--- config.mk ---
export PLATFORM = sky130hd
export DESIGN_NAME = decode_stage
export DESIGN_NICKNAME = d
export VERILOG_FILES = /design/src/rtl/decode_pkg.sv /design/src/rtl/decode_imm_gen.sv /design/src/rtl/decode_stage.sv
export SDC_FILE = /design/constraint.sdc
export NUM_CORES = 1
export LEC_CHECK = 0
export CORE_AREA = 2 2 254 256
export CTS_CLUSTER_SIZE = 25
export DETAILED_ROUTE_END_ITERATION = 10
export DIE_AREA = 0 0 256 258
export MAX_ROUTING_LAYER = met4
export PLACE_DENSITY = 0.57
export SYNTH_ARGS = -nofsm -noshare
export SYNTH_HDL_FRONTEND = slang
export SYNTH_SLANG_ARGS = --single-unit
--- constraint.sdc ---
create_clock -name clk -period 3.6 [get_ports clk]
set_input_delay 0.9 -clock clk [delete_from_list [all_inputs] [get_ports clk]]
set_output_delay 0.9 -clock clk [all_outputs]
set_load 0.005 [all_outputs]
--- src/rtl/decode_pkg.sv ---
// decode_pkg: opcodes and immediate-format selector shared by the decode stage
package decode_pkg;
    localparam logic [6:0] OP        = 7'b0110011;
    localparam logic [6:0] OP_IMM    = 7'b0010011;
    localparam logic [6:0] OP_32     = 7'b0111011;
    localparam logic [6:0] OP_IMM_32 = 7'b0011011;
    localparam logic [6:0] LOAD      = 7'b0000011;
    localparam logic [6:0] STORE     = 7'b0100011;
    localparam logic [6:0] BRANCH    = 7'b1100011;
    localparam logic [6:0] JAL       = 7'b1101111;
    localparam logic [6:0] JALR      = 7'b1100111;
    localparam logic [6:0] LUI       = 7'b0110111;
    localparam logic [6:0] AUIPC     = 7'b0010111;
    typedef enum logic [2:0] {IMM_I, IMM_S, IMM_B, IMM_U, IMM_J, IMM_NONE} imm_type_e;
endpackage

--- src/rtl/decode_imm_gen.sv ---
// decode_imm_gen: sign-extended immediate for the selected format; U is left unshifted
module decode_imm_gen
    import decode_pkg::*;
#(
    parameter int DATA_WIDTH = 64
) (
    input  logic [31:0]           instr_i,
    input  imm_type_e             imm_type_i,
    output logic [DATA_WIDTH-1:0] imm_o
);
    logic s;
    assign s = instr_i[31];
    always_comb begin
        imm_o = imm_type_i == IMM_I ? {{(DATA_WIDTH-12){s}}, instr_i[31:20]} :
                imm_type_i == IMM_S ? {{(DATA_WIDTH-12){s}}, instr_i[31:25], instr_i[11:7]} :
                imm_type_i == IMM_B ? {{(DATA_WIDTH-13){s}}, instr_i[31], instr_i[7], instr_i[30:25], instr_i[11:8], 1'b0} :
                imm_type_i == IMM_U ? {{(DATA_WIDTH-20){s}}, instr_i[31:12]} :
                imm_type_i == IMM_J ? {{(DATA_WIDTH-21){s}}, instr_i[31], instr_i[19:12], instr_i[20], instr_i[30:21], 1'b0} :
                '0;
    end
endmodule

--- src/rtl/decode_stage.sv ---
// decode_stage: RV64IM decode/issue with busy scoreboard, hazard stall and registered execute handoff
module decode_stage
    import decode_pkg::*;
#(
    parameter int DATA_WIDTH     = 64,
    parameter int INSTR_WIDTH    = 32,
    parameter int REG_ADDR_WIDTH = 5,
    parameter int ALU_OP_WIDTH   = 7,
    parameter int FUNC3_WIDTH    = 3,
    parameter int FUNC7_WIDTH    = 7
) (
    input  logic                      clk,
    input  logic                      rst_n,
    input  logic                      if_valid,
    output logic                      if_ready,
    input  logic [DATA_WIDTH-1:0]     if_pc,
    input  logic [INSTR_WIDTH-1:0]    if_instr,
    output logic [REG_ADDR_WIDTH-1:0] rf_raddr1,
    output logic [REG_ADDR_WIDTH-1:0] rf_raddr2,
    input  logic [DATA_WIDTH-1:0]     rf_rdata1,
    input  logic [DATA_WIDTH-1:0]     rf_rdata2,
    input  logic                      wb_valid,
    input  logic [REG_ADDR_WIDTH-1:0] wb_rd,
    input  logic                      flush,
    output logic                      ex_valid,
    input  logic                      ex_ready,
    output logic [ALU_OP_WIDTH-1:0]   ex_alu_op,
    output logic [FUNC3_WIDTH-1:0]    ex_func3,
    output logic [FUNC7_WIDTH-1:0]    ex_func7,
    output logic [DATA_WIDTH-1:0]     ex_data1,
    output logic [DATA_WIDTH-1:0]     ex_data2,
    output logic [DATA_WIDTH-1:0]     ex_imm,
    output logic [DATA_WIDTH-1:0]     ex_rs1_data,
    output logic [DATA_WIDTH-1:0]     ex_store_data,
    output logic [DATA_WIDTH-1:0]     ex_pc,
    output logic [REG_ADDR_WIDTH-1:0] ex_rd,
    output logic                      ex_illegal
);
    localparam int NREGS = 1 << REG_ADDR_WIDTH;
    typedef struct packed {
        logic [ALU_OP_WIDTH-1:0]   alu_op;
        logic [FUNC3_WIDTH-1:0]    func3;
        logic [FUNC7_WIDTH-1:0]    func7;
        logic [DATA_WIDTH-1:0]     data1;
        logic [DATA_WIDTH-1:0]     data2;
        logic [DATA_WIDTH-1:0]     imm;
        logic [DATA_WIDTH-1:0]     rs1_data;
        logic [DATA_WIDTH-1:0]     store_data;
        logic [DATA_WIDTH-1:0]     pc;
        logic [REG_ADDR_WIDTH-1:0] rd;
        logic                      illegal;
    } ex_t;
    logic [ALU_OP_WIDTH-1:0]   op;
    logic [FUNC3_WIDTH-1:0]    f3;
    logic [REG_ADDR_WIDTH-1:0] rs1, rs2, rd;
    logic uses_rs1, uses_rs2, writes_rd, illegal, pc_src, rs2_src, no_f3, hazard, cap;
    logic [FUNC7_WIDTH-1:0] func7;
    imm_type_e imm_type;
    logic [DATA_WIDTH-1:0] imm;
    logic [NREGS-1:0] busy_q, busy_d;
    logic ex_valid_q;
    ex_t ex_q, ex_d;
    assign op  = if_instr[ALU_OP_WIDTH-1:0];
    assign f3  = if_instr[14:12];
    assign rd  = if_instr[11:7];
    assign rs1 = if_instr[19:15];
    assign rs2 = if_instr[24:20];
    assign rf_raddr1 = rs1;
    assign rf_raddr2 = rs2;
    always_comb begin
        uses_rs1 = 1'b0;
        uses_rs2 = 1'b0;
        writes_rd = 1'b0;
        illegal = 1'b0;
        pc_src = 1'b0;
        rs2_src = 1'b0;
        no_f3 = 1'b0;
        imm_type = IMM_NONE;
        func7 = '0;
        case (op)
            OP, OP_32: begin
                {uses_rs1, uses_rs2, writes_rd, rs2_src} = 4'b1111;
                func7 = if_instr[31:25];
            end
            OP_IMM: begin
                {uses_rs1, writes_rd} = 2'b11;
                imm_type = IMM_I;
                // RV64 shamt is 6 bits, so instr[25] is shamt[5], not part of func7
                func7 = f3[1:0] == 2'b01 ? {if_instr[31:26], 1'b0} : '0;
            end
            OP_IMM_32: begin
                {uses_rs1, writes_rd} = 2'b11;
                imm_type = IMM_I;
                func7 = f3[1:0] == 2'b01 ? if_instr[31:25] : '0;
            end
            LOAD: begin
                {uses_rs1, writes_rd} = 2'b11;
                imm_type = IMM_I;
            end
            JALR: begin
                {uses_rs1, writes_rd, pc_src} = 3'b111;
                imm_type = IMM_I;
            end
            STORE: begin
                {uses_rs1, uses_rs2} = 2'b11;
                imm_type = IMM_S;
            end
            BRANCH: begin
                {uses_rs1, uses_rs2, rs2_src} = 3'b111;
                imm_type = IMM_B;
            end
            JAL: begin
                {writes_rd, pc_src, no_f3} = 3'b111;
                imm_type = IMM_J;
            end
            LUI: begin
                {writes_rd, no_f3} = 2'b11;
                imm_type = IMM_U;
            end
            AUIPC: begin
                {writes_rd, pc_src, no_f3} = 3'b111;
                imm_type = IMM_U;
            end
            default: illegal = 1'b1;
        endcase
    end
    decode_imm_gen #(.DATA_WIDTH(DATA_WIDTH)) u_imm_gen (
        .instr_i    (if_instr[31:0]),
        .imm_type_i (imm_type),
        .imm_o      (imm)
    );
    assign hazard   = (uses_rs1 & busy_q[rs1]) | (uses_rs2 & busy_q[rs2]) | (writes_rd & busy_q[rd]);
    assign if_ready = ~flush & ~hazard & (~ex_valid_q | ex_ready);
    assign cap      = if_valid & if_ready;
    always_comb begin
        ex_d = '{
            alu_op:     op,
            func3:      no_f3 ? '0 : f3,
            func7:      func7,
            data1:      pc_src ? if_pc : rf_rdata1,
            data2:      rs2_src ? rf_rdata2 : imm,
            imm:        imm,
            rs1_data:   rf_rdata1,
            store_data: rf_rdata2,
            pc:         if_pc,
            rd:         writes_rd ? rd : '0,
            illegal:    illegal
        };
    end
    // Ordering makes a same-index capture set win over a writeback clear
    always_comb begin
        busy_d = busy_q;
        if (wb_valid) busy_d[wb_rd] = 1'b0;
        if (flush && ex_valid_q && ex_q.rd != '0) busy_d[ex_q.rd] = 1'b0;
        if (cap && writes_rd && rd != '0) busy_d[rd] = 1'b1;
        busy_d[0] = 1'b0;
    end
    always_ff @(posedge clk or negedge rst_n) begin
        if (!rst_n) begin
            busy_q <= '0;
            ex_valid_q <= 1'b0;
            ex_q <= '0;
        end else begin
            busy_q <= busy_d;
            ex_valid_q <= cap | (ex_valid_q & ~ex_ready & ~flush);
            if (cap) ex_q <= ex_d;
        end
    end
    assign ex_valid = ex_valid_q;
    assign {ex_alu_op, ex_func3, ex_func7, ex_data1, ex_data2, ex_imm, ex_rs1_data,
            ex_store_data, ex_pc, ex_rd, ex_illegal} = ex_q;
endmodule

==> results.py <==
metrics = {
    "synth": {
        "synth_ff_type": "dfrtp_1",
        "syn_area_um2": 18600,
        "ys_seq_area_share_pct": 53.2,
        "synthArstFlopShare_pct": 100,
        "yosys_warnings": 0,
        "syn_avg_cell_area_um2": 13.3,
        "yosys-top-cells-area": "dfrtp_1 53%, mux2_1 19%, mux2_2 5.9%",
        "ys_seq_elements": 396,
        "synthCells": 1402,
        "synth_top_area_share_pct": 53.2,
        "synth-edff-count": 0,
        "synth_top_area_cell": "dfrtp_1",
        "ys_types": 52,
        "syn-num-nets": 1637,
    },
    "placement": {
        "place_hpwl_mm": 54.6,
        "portBuffers": 653,
        "place.gp.congestion": 0.940,
        "place_area_um2": 26600,
    },
    "floorplan": {
        "io_pins": 654,
        "die_h_um": 258,
        "die_w_um": 256,
        "fp.coreArea_um2": 63600,
        "num_rows": 93,
        "die-area_um2": 66000,
        "initial_core_util_pct": 29.2,
    },
    "hold_path": {
        "hold_class": "primary input to async pin",
    },
    "drt": {
        "wirelength_mm": 70.9,
        "drt_iter0_markers": 977,
        "num_vias": 14400,
        "highest_layer": "met4",
        "viasPerCell": 4.78,
        "m1WireLength_mm": 28.9,
        "routed-wl-met3_mm": 4.68,
        "ant_nets": 0,
        "dr_wl_met2_mm": 34.8,
        "wl_per_cell_um": 23.6,
        "drc": 0,
        "firstDrtPassIters": 6,
    },
    "cells_and_area": {
        "nets": 2337,
        "layout-drive-gt1-share_pct": 17.0,
        "fin_area_um2": 28400,
        "final_util_pct": 44.6,
        "area_delta_synth_final_pct": 52.6,
    },
    "setup_path": {
        "path_class": "primary input to output pin",
        "cp-end-kind": "output pin",
        "cpMostUsedCell": "mux2i_1",
        "critPathMaxFanout": 8,
        "crit_slowest_cell": "mux4_2",
        "path_cells": "clkdlybuf4s15_2 > buf_4 > mux2i_1 > mux4_2 > mux2i_1 > a22oi_2 > and4_1 > buf_2",
        "critPathMaxStageDelay_ps": 480,
        "critPathLaunchType": "primary input",
        "cp.arrival_ps": 2650,
        "cp.required_ps": 2700,
    },
    "grt": {
        "grt-ovfl-total": 0,
        "grt_pass1_vias": 15200,
        "antenna_found_initial": 7,
        "grt_start_max_net_pins": 89,
        "grt_pass1_wl_mm": 105,
        "track_usage_pct": 21.7,
    },
    "clock_tree": {
        "cts_buffers": 49,
        "root_buffer": "clkbuf_16",
        "htreeDepth": 2,
        "clk_pin_slew_ps": 60,
        "cts.sinks": 396,
        "clk-insertion-delay-late_ps": 580,
        "cts_tree": "yes",
        "max-clock-path-buffers": 3,
    },
    "power_and_ir_drop": {
        "ir_worst_vdd_mv": 0.304,
        "powerDensity_nw_per_um2": 478,
        "switching_share_pct": 26.1,
        "switchingPower_mw": 3.54,
        "p_int_mw": 10.0,
        "power_frac_clock_pct": 37.2,
        "combPwrFrac_pct": 22.6,
        "leakagePower_nw": 12.3,
        "seqPwrFrac_pct": 40.2,
    },
    "timing": {
        "hold_violations": 0,
        "rsz0062_at_grt": "no",
        "slew_headroom_pct": 26.6,
        "setup_viol": 0,
        "fin_crit_sh_pct": 98.6,
        "tightest_slew_ps": 1100,
        "drv_slew": 0,
        "max_freq_ghz": 0.282,
        "fin_crit_ps": 3550,
        "fin_skew_ps": 23.9,
    },
    "run_status": {
        "outcome": "finished, final reports clean",
    },
    "run": {
        "max_cap_viol_count": 0,
    },
}
[cell families after synthesis]
| family | share of synthesized area (%) |
|---|---|
| AOI/OAI and AO/OA | 4.60 |
| DFF | 53.2 |
| and+or+nand+nor | 6.43 |
| muxes | 29.7 |
| buffers and inverters | 6.04 |
[path summary, 6_finish.rpt]
check,slack [ps],cells after the start,endpoint,startpoint
min,280,1,ex_imm[19],rst_n
max reg2reg,790,9,ex_rs1_data[41],busy_q[13]
max,50,8,if_ready,if_instr[17]
min in group clk,490,1,ex_data1[15],ex_data1[15]
min reg2reg,490,1,ex_data1[15],ex_data1[15]
max in group asynchronous,2380,2,ex_data1[36],rst_n
[critical path, delay by kind of cell]
kind / cells / cell delay, ps
AND/OR/NAND/NOR: 1 / 240
buffers and inverters: 3 / 580
AO/OA/AOI/OAI: 1 / 130
multiplexers: 3 / 800
[power by group through the flow]
| stage | clock network, mW | registers, mW | logic (mW) |
|---|---|---|---|
| CTS | 5.20 | 5.46 | 3.12 |
| finish | 5.05 | 5.45 | 3.07 |
| detailed placement | 0 | 5.53 | 3.10 |
| global placement | 0 | 5.51 | 3.08 |
| global route | 5.37 | 5.54 | 3.27 |
| floorplan | 0 | 5.54 | 0.840 |
[cell type report]
type / count / area [µm²]
Antenna cell: 6 / 15.0
Clock buffer: 70 / 1420
Clock inverter: 21 / 241
Fill cell: 5843 / 35200
Inverter: 29 / 109
Multi-Input combinational cell: 832 / 7650
Sequential cell: 396 / 9910
Tap cell: 855 / 1070
Timing Repair Buffer: 794 / 7990
[state kept, by name, summed over array words and instances, names as in the netlist]
register,cells
busy_q,31
ex_alu_op,7
ex_data1,64
ex_data2,64
ex_func3,3
ex_func7,7
ex_illegal,1
ex_imm,21
ex_pc,64
ex_rd,5
ex_rs1_data,64
ex_store_data,64
ex_valid,1
[cells in the mapped netlist, drive strengths merged, types with 14 or more instances]
library cell and n:
nand3 35, mux2 409, nand2 119, dfrtp 396, buf 104, inv 29, o221ai 30, mux2i 45
mux4 21, o21ai 43, nor2b 14, clkbuf 41
[layout by cell type (no fill, tap or decap), drive strengths merged, types with 35 or more instances in the layout]
cell / n
buf: 142
clkbuf: 70
clkdlybuf4s50: 637
dfrtp: 396
mux2: 409
mux2i: 45
nand2: 119
nand3: 35
o21ai: 43
[layer usage]
| layer | track usage (%) | up-vias |
|---|---|---|
| met5 | - | - |
| met1 | 25.7 | 7250 |
| met3 | 5.00 | 129 |
| met4 | 7.68 | 0 |
| met2 | 36.1 | 558 |
| li1 | - | 6419 |
[metrics by stage]
step           hold slack, ps  worst slack, ps  TNS, ps  total power, mW  std cells
6_report                  284             52.0        0             13.6       3003
5_1_grt                   296             5.59        0             14.2       3003
4_1_cts                   272             3.34        0             13.8       2997
3_5_place_dp              480             -691  -118210             8.64       2901
3_3_place_gp              474             -684   -96150             8.59       2901
2_1_floorplan             489              382        0             6.38       1402
[timing repair]
action                     CTS  global route
resized for setup           27             9
setup buffers                4             0
setup endpoints to repair    1             1
gates cloned                 1             0
hold buffers                 0             0
pin swaps                    4             0
Note: power is estimated with default switching activity, not from simulation.
